## config.mk

```make
export PLATFORM = sky130hd
export DESIGN_NAME = count_down_timer_flat
export DESIGN_NICKNAME = d
export VERILOG_FILES = /design/src/rtl/count_down_timer_pkg.sv /design/src/rtl/count_down_timer_if.sv /design/src/rtl/count_down_timer_tick_div.sv /design/src/rtl/count_down_timer.sv /design/src/flat_wrapper.sv
export SDC_FILE = /design/constraint.sdc
export NUM_CORES = 1
export LEC_CHECK = 0
export ABC_CLOCK_PERIOD_IN_PS = 3800
export CAP_MARGIN = 20
export CORE_UTILIZATION = 51
export DETAILED_ROUTE_END_ITERATION = 6
export PLACE_DENSITY = 0.95
export SYNTH_ARGS = -nofsm -noshare
export SYNTH_HDL_FRONTEND = slang
export SYNTH_SLANG_ARGS = --single-unit
```

## constraint.sdc

```tcl
create_clock -name clk -period 3.8 [get_ports clk]
set_input_delay 0.57 -clock clk [delete_from_list [all_inputs] [get_ports clk]]
set_output_delay 0.57 -clock clk [all_outputs]
set_load 0.005 [all_outputs]
```

## src/rtl/count_down_timer_pkg.sv

```systemverilog
// Shared types and constants for the count-down timer slice.
package count_down_timer_pkg;

   localparam int DEFAULT_WIDTH = 24;

   typedef enum logic [1:0] {
      IDLE  = 2'd0,
      RUN   = 2'd1,
      PAUSE = 2'd2
   } state_t;

   // Width of a phase counter that must hold values 0 .. div-1 (at least 1 bit).
   function automatic int unsigned div_cnt_width(input int unsigned div);
      return (div > 1) ? $clog2(div) : 1;
   endfunction

endpackage

```

## src/rtl/count_down_timer_if.sv

```systemverilog
// Control/status bundle of the count-down timer: the master drives load,
// load_val, start and stop; the slave (the timer) returns count_out, busy,
// done and zero.
interface count_down_timer_if
   import count_down_timer_pkg::*;
#(
   parameter int WIDTH = DEFAULT_WIDTH
) ();

   logic             load;
   logic [WIDTH-1:0] load_val;
   logic             start;
   logic             stop;
   logic [WIDTH-1:0] count_out;
   logic             busy;
   logic             done;
   logic             zero;

   modport master (
      output load, load_val, start, stop,
      input  count_out, busy, done, zero
   );

   modport slave (
      input  load, load_val, start, stop,
      output count_out, busy, done, zero
   );

endinterface

```

## src/rtl/count_down_timer_tick_div.sv

```systemverilog
// Prescaler for the count-down timer: emits a one-cycle tick every DIV clocks
// while clear is low; clear restarts the phase so the first tick after clear
// falls DIV edges after the last cleared edge.
module tick_div
   import count_down_timer_pkg::*;
#(
   parameter int unsigned DIV = 1
) (
   input  logic clk,
   input  logic reset,
   input  logic clear,
   output logic tick
);

   localparam int unsigned   CW   = div_cnt_width(DIV);
   localparam logic [CW-1:0] LAST = CW'(DIV - 1);

   logic [CW-1:0] phase;

   assign tick = !clear && (phase == LAST);

   // Phase counter: held at zero while cleared, wraps after the last phase.
   always_ff @(posedge clk or negedge reset) begin
      if (!reset) begin
         phase <= '0;
      end else if (clear || phase == LAST) begin
         phase <= '0;
      end else begin
         phase <= phase + CW'(1);
      end
   end

endmodule

```

## src/rtl/count_down_timer.sv

```systemverilog
// Count-down timer with IDLE/RUN/PAUSE control, DIV-cycle prescaler and a
// one-cycle done pulse on terminal count.
// Optional feature macro: DOWNCOUNT_AUTORELOAD_EN -- when defined, the terminal
// count reloads the last loaded value and keeps running instead of stopping.
module count_down_timer
   import count_down_timer_pkg::*;
#(
   parameter int          WIDTH = DEFAULT_WIDTH,
   parameter int unsigned DIV   = 1
) (
   input  logic              clk,
   input  logic              reset,
   count_down_timer_if.slave bus
);

   state_t           state;
   logic [WIDTH-1:0] count;
   logic             busy_q;
   logic             done_q;
   logic             tick;
   logic             clear;
`ifdef DOWNCOUNT_AUTORELOAD_EN
   logic [WIDTH-1:0] reload;
`endif

   // The prescaler only runs in RUN; holding it clear elsewhere restarts the
   // phase on every entry to RUN.
   assign clear = (state != RUN);

   tick_div #(
      .DIV (DIV)
   ) u_tick_div (
      .clk   (clk),
      .reset (reset),
      .clear (clear),
      .tick  (tick)
   );

   assign bus.count_out = count;
   assign bus.busy      = busy_q;
   assign bus.done      = done_q;
   assign bus.zero      = (count == '0);

   // Control FSM with count, busy and done registered alongside the state.
   always_ff @(posedge clk or negedge reset) begin
      if (!reset) begin
         state  <= IDLE;
         count  <= '0;
         busy_q <= 1'b0;
         done_q <= 1'b0;
`ifdef DOWNCOUNT_AUTORELOAD_EN
         reload <= '0;
`endif
      end else begin
         done_q <= 1'b0;
         if (bus.load) begin
            count  <= bus.load_val;
            state  <= IDLE;
            busy_q <= 1'b0;
`ifdef DOWNCOUNT_AUTORELOAD_EN
            reload <= bus.load_val;
`endif
         end else begin
            case (state)
               IDLE: begin
                  if (bus.start && count != '0) begin
                     state  <= RUN;
                     busy_q <= 1'b1;
                  end
               end
               RUN: begin
                  if (bus.stop) begin
                     state  <= PAUSE;
                     busy_q <= 1'b0;
                  end else if (count == '0) begin
                     // Never decrement through zero; fall back to IDLE.
                     state  <= IDLE;
                     busy_q <= 1'b0;
                  end else if (tick) begin
                     if (count == WIDTH'(1)) begin
                        done_q <= 1'b1;
`ifdef DOWNCOUNT_AUTORELOAD_EN
                        if (reload != '0) begin
                           count <= reload;
                        end else begin
                           count  <= '0;
                           state  <= IDLE;
                           busy_q <= 1'b0;
                        end
`else
                        count  <= '0;
                        state  <= IDLE;
                        busy_q <= 1'b0;
`endif
                     end else begin
                        count <= count - WIDTH'(1);
                     end
                  end
               end
               PAUSE: begin
                  if (bus.start) begin
                     state  <= RUN;
                     busy_q <= 1'b1;
                  end
               end
               default: begin
                  state  <= IDLE;
                  busy_q <= 1'b0;
               end
            endcase
         end
      end
   end

endmodule
```

## src/flat_wrapper.sv

```systemverilog
// flat-port wrapper written by rule: the top's interface ports become plain ports
module count_down_timer_flat import count_down_timer_pkg::*;
#(
   parameter int          WIDTH = DEFAULT_WIDTH,
   parameter int unsigned DIV   = 1
)
  (clk, reset, bus_load, bus_load_val, bus_start, bus_stop, bus_count_out, bus_busy, bus_done, bus_zero);
  count_down_timer_if #(.WIDTH(WIDTH)) bus_i ();
  input  logic clk;
  input  logic reset;
  input wire logic [$bits(bus_i.load)-1:0] bus_load;
  input wire logic [$bits(bus_i.load_val)-1:0] bus_load_val;
  input wire logic [$bits(bus_i.start)-1:0] bus_start;
  input wire logic [$bits(bus_i.stop)-1:0] bus_stop;
  output wire logic [$bits(bus_i.count_out)-1:0] bus_count_out;
  output wire logic [$bits(bus_i.busy)-1:0] bus_busy;
  output wire logic [$bits(bus_i.done)-1:0] bus_done;
  output wire logic [$bits(bus_i.zero)-1:0] bus_zero;
  assign bus_i.load = bus_load;
  assign bus_i.load_val = bus_load_val;
  assign bus_i.start = bus_start;
  assign bus_i.stop = bus_stop;
  assign bus_count_out = bus_i.count_out;
  assign bus_busy = bus_i.busy;
  assign bus_done = bus_i.done;
  assign bus_zero = bus_i.zero;
  count_down_timer #(.WIDTH(WIDTH), .DIV(DIV)) u_core (.clk(clk), .reset(reset), .bus(bus_i));
endmodule
```

==> impl_metrics.py <==
metrics = {
    "worst_setup_path": {
        "arrival_ps": 2570,
        "crit_path_start_kind": "flop",
        "rr_startpoint": "u_core.bus.count_out[8]",
        "cp-end-kind": "primary output",
        "ff2ff_path_depth": 6,
        "reg2reg_slack_ps": 1190,
        "cp_data_required_time_ps": 3230,
        "path_class": "flop to primary output",
        "crit_fanout": 11,
        "reg2reg_to": "u_core.bus.count_out[10]",
    },
    "die": {
        "io_pins": 56,
        "die_area_um2": 3860,
        "rows": 21,
        "coreArea_um2": 3390,
        "dieHeight_um": 62.1,
        "start_util": 0.544,
        "die_w_um": 62.1,
    },
    "yosys": {
        "synth-edff-count": 0,
        "ys_ff_latch": 28,
        "synthTopCellsByCount": "28 x dfrtp_1, 20 x nand2_1, 16 x nor2_1, 14 x nor3_1, 14 x o21ai_0",
        "synth_nets": 239,
        "synth_cells": 208,
        "synthTopCellsByArea": "dfrtp_1 38%, nand2_1 4.1%, nor3_1 3.8%",
        "synth_ff_type": "dfrtp_1",
        "ys_types": 53,
        "yosys.cell_count.top_type": "dfrtp_1",
        "synth_area_um2": 1840,
        "syn_avg_cell_area_um2": 8.86,
        "synth_top_area_share": 0.380,
        "async_flop_share": 1.00,
        "ys_seq_area_frac": 0.380,
        "synth_top_area_cell": "dfrtp_1",
        "yosysWarnings": 0,
    },
    "finish": {
        "postLayoutCoreUtil": 0.726,
        "final_cells": 306,
        "layout.nets": 292,
        "drive_gt1_frac": 0.0962,
        "syn2layout_area_growth_pct": 33.5,
        "insertedDiodeCount": 0,
        "fin_area_um2": 2460,
    },
    "detailed_routing": {
        "avgViaCountPerCell": 6.20,
        "drt-total-wl_um": 5030,
        "drcViolationCount": 0,
        "dr_total_vias": 1897,
        "drtPass1Iterations": 7,
        "drtIter0Drc": 136,
        "avgRoutedWirePerCell_um": 16.4,
        "ant_nets": 0,
    },
    "sta": {
        "finalHoldWorstSlack_ps": 593,
        "fin_crit_sh": 0.826,
        "max_freq_mhz": 319,
        "rsz0062_at_grt": "no",
        "tns_ps": 0,
        "worst_pin_slew_ps": 623,
        "finalCriticalPeriod_ps": 3140,
        "finalHoldViolCount": 0,
        "finalSetupViolations": 0,
        "fin_ws_ps": 662,
        "drv_slew": 0,
        "slew-limit-headroom": 0.581,
        "skew_ps": 10.1,
    },
    "power_and_ir_drop": {
        "p_total_uw": 688,
        "ir_worst_vdd_mv": 0.170,
        "power_leakage_nw": 0.924,
        "cellPowerDensity_nw_per_um2": 280,
    },
    "place": {
        "portBuffers": 55,
        "place_inst": 302,
        "routabilityCongestion": 0.910,
        "placed_area_um2": 2420,
        "place_hpwl_um": 3660,
        "preCtsSetupSlack_ps": 1060,
    },
    "global_routing": {
        "grt_pass1_vias": 1859,
        "use_met3": 0.0313,
        "grt_util_met2": 0.459,
        "grt_use_met1": 0.352,
        "overflow": 0,
        "busiest_layer": "met2",
        "grt_max_degree": 29,
        "grt_first_pass_wirelength_um": 8460,
        "antenna_found_initial": 0,
        "grt_use_total": 0.273,
    },
    "run": {
        "cap_violations": 0,
    },
    "clock_network": {
        "cts_tree": "built",
        "htreeDepth": 1,
        "path_clk_slew_ps": 160,
        "ctsResizeCount": 0,
        "ctsHoldBuffers": 0,
        "root_buffer": "clkbuf_4",
        "clkLatencyLatePin_ps": 330,
        "numCtsBuffers": 3,
        "cts.path.max_buffers": 2,
        "post-cts-setup-buffers": 0,
        "cts.sinks": 28,
    },
    "outcome": {
        "outcome": "finished clean",
    },
    "min_path": {
        "min_path_type": "input pin to async pin",
    },
}
[registers in the layout, indices dropped and copies added, names as in the netlist]
| register | count |
|---|---|
| u_core.u_tick_div.phase | 1 |
| u_core.bus.count_out | 24 |
| u_core.state | 1 |
| u_core.bus.busy | 1 |
| u_core.bus.done | 1 |
[cell usage in the layout, fill, tap and decap left out, types with 3 or more instances in the layout]
cell / count
clkdlybuf4s50_1: 55
dfrtp_1: 28
nand2_1: 20
nor2_1: 16
nor3_1: 14
o21ai_0: 14
a21oi_1: 11
nand3_1: 9
inv_1: 8
o211ai_1: 6
o21ai_1: 5
a31oi_1: 4
or3_1: 3
mux2_2: 3
a211oi_1: 3
o311ai_0: 3
nor4_1: 3
nand3b_1: 3
clkbuf_4: 3
buf_4: 3
[critical path: stages (launching register included)]
cell and delay (ps):
dfrtp_1 490, nor3_1 300, nand2_1 420, nor2_1 240, nand4_1 170, inv_1 100
clkdlybuf4s50_1 510
[layer usage]
layer	vias to the layer above	part of all wire
li1	880	-
met1	898	0.41
met2	99	0.49
met3	20	0.068
met4	0	0.029
met5	-	0
[area by class of cell]
cell class / instances / area [um^2]
fillers: 270 / 928
repair buffers: 58 / 573
clock buffers: 4 / 36.3
flip-flops and latches: 28 / 701
well taps: 46 / 57.6
multi-input cells: 162 / 1060
inverters: 8 / 30.0
[report_power, final]
group	leakage [nW]	switching, mW	internal [mW]
registers	0.337	0.0404	0.323
clock network	0.0210	0.0914	0.0587
logic	0.566	0.0717	0.103
[cells by family (layout without fill, tap and decap cells)]
| group | count (synthesis) | in the layout | share of synthesized area |
|---|---|---|---|
| AOI/OAI and AO/OA | 62 | 62 | 0.235 |
| other | 1 | 1 | 0.00203 |
| xor gates and xnor gates | 2 | 2 | 0.00951 |
| and+or+nand+nor | 90 | 90 | 0.288 |
| muxes | 5 | 5 | 0.0292 |
| adders and majority gates | 2 | 2 | 0.0136 |
| DFF | 28 | 28 | 0.380 |
| buffers and inverters | 18 | 70 | 0.0428 |
[worst max path at each step]
stage	startpoint	end	slack (ps)	cells after the start
2_1_floorplan	u_core.bus.count_out[0]	u_core.bus.count_out[3]	1690	8
3_3_place_gp	bus_stop	u_core.bus.count_out[3]	1190	7
3_5_place_dp	bus_stop	u_core.bus.count_out[3]	1060	7
4_1_cts	u_core.bus.count_out[8]	bus_zero	750	6
5_1_grt	u_core.bus.count_out[11]	bus_zero	560	6
6_report	u_core.bus.count_out[8]	bus_zero	660	6
Note: power is estimated with default switching activity, not from simulation.
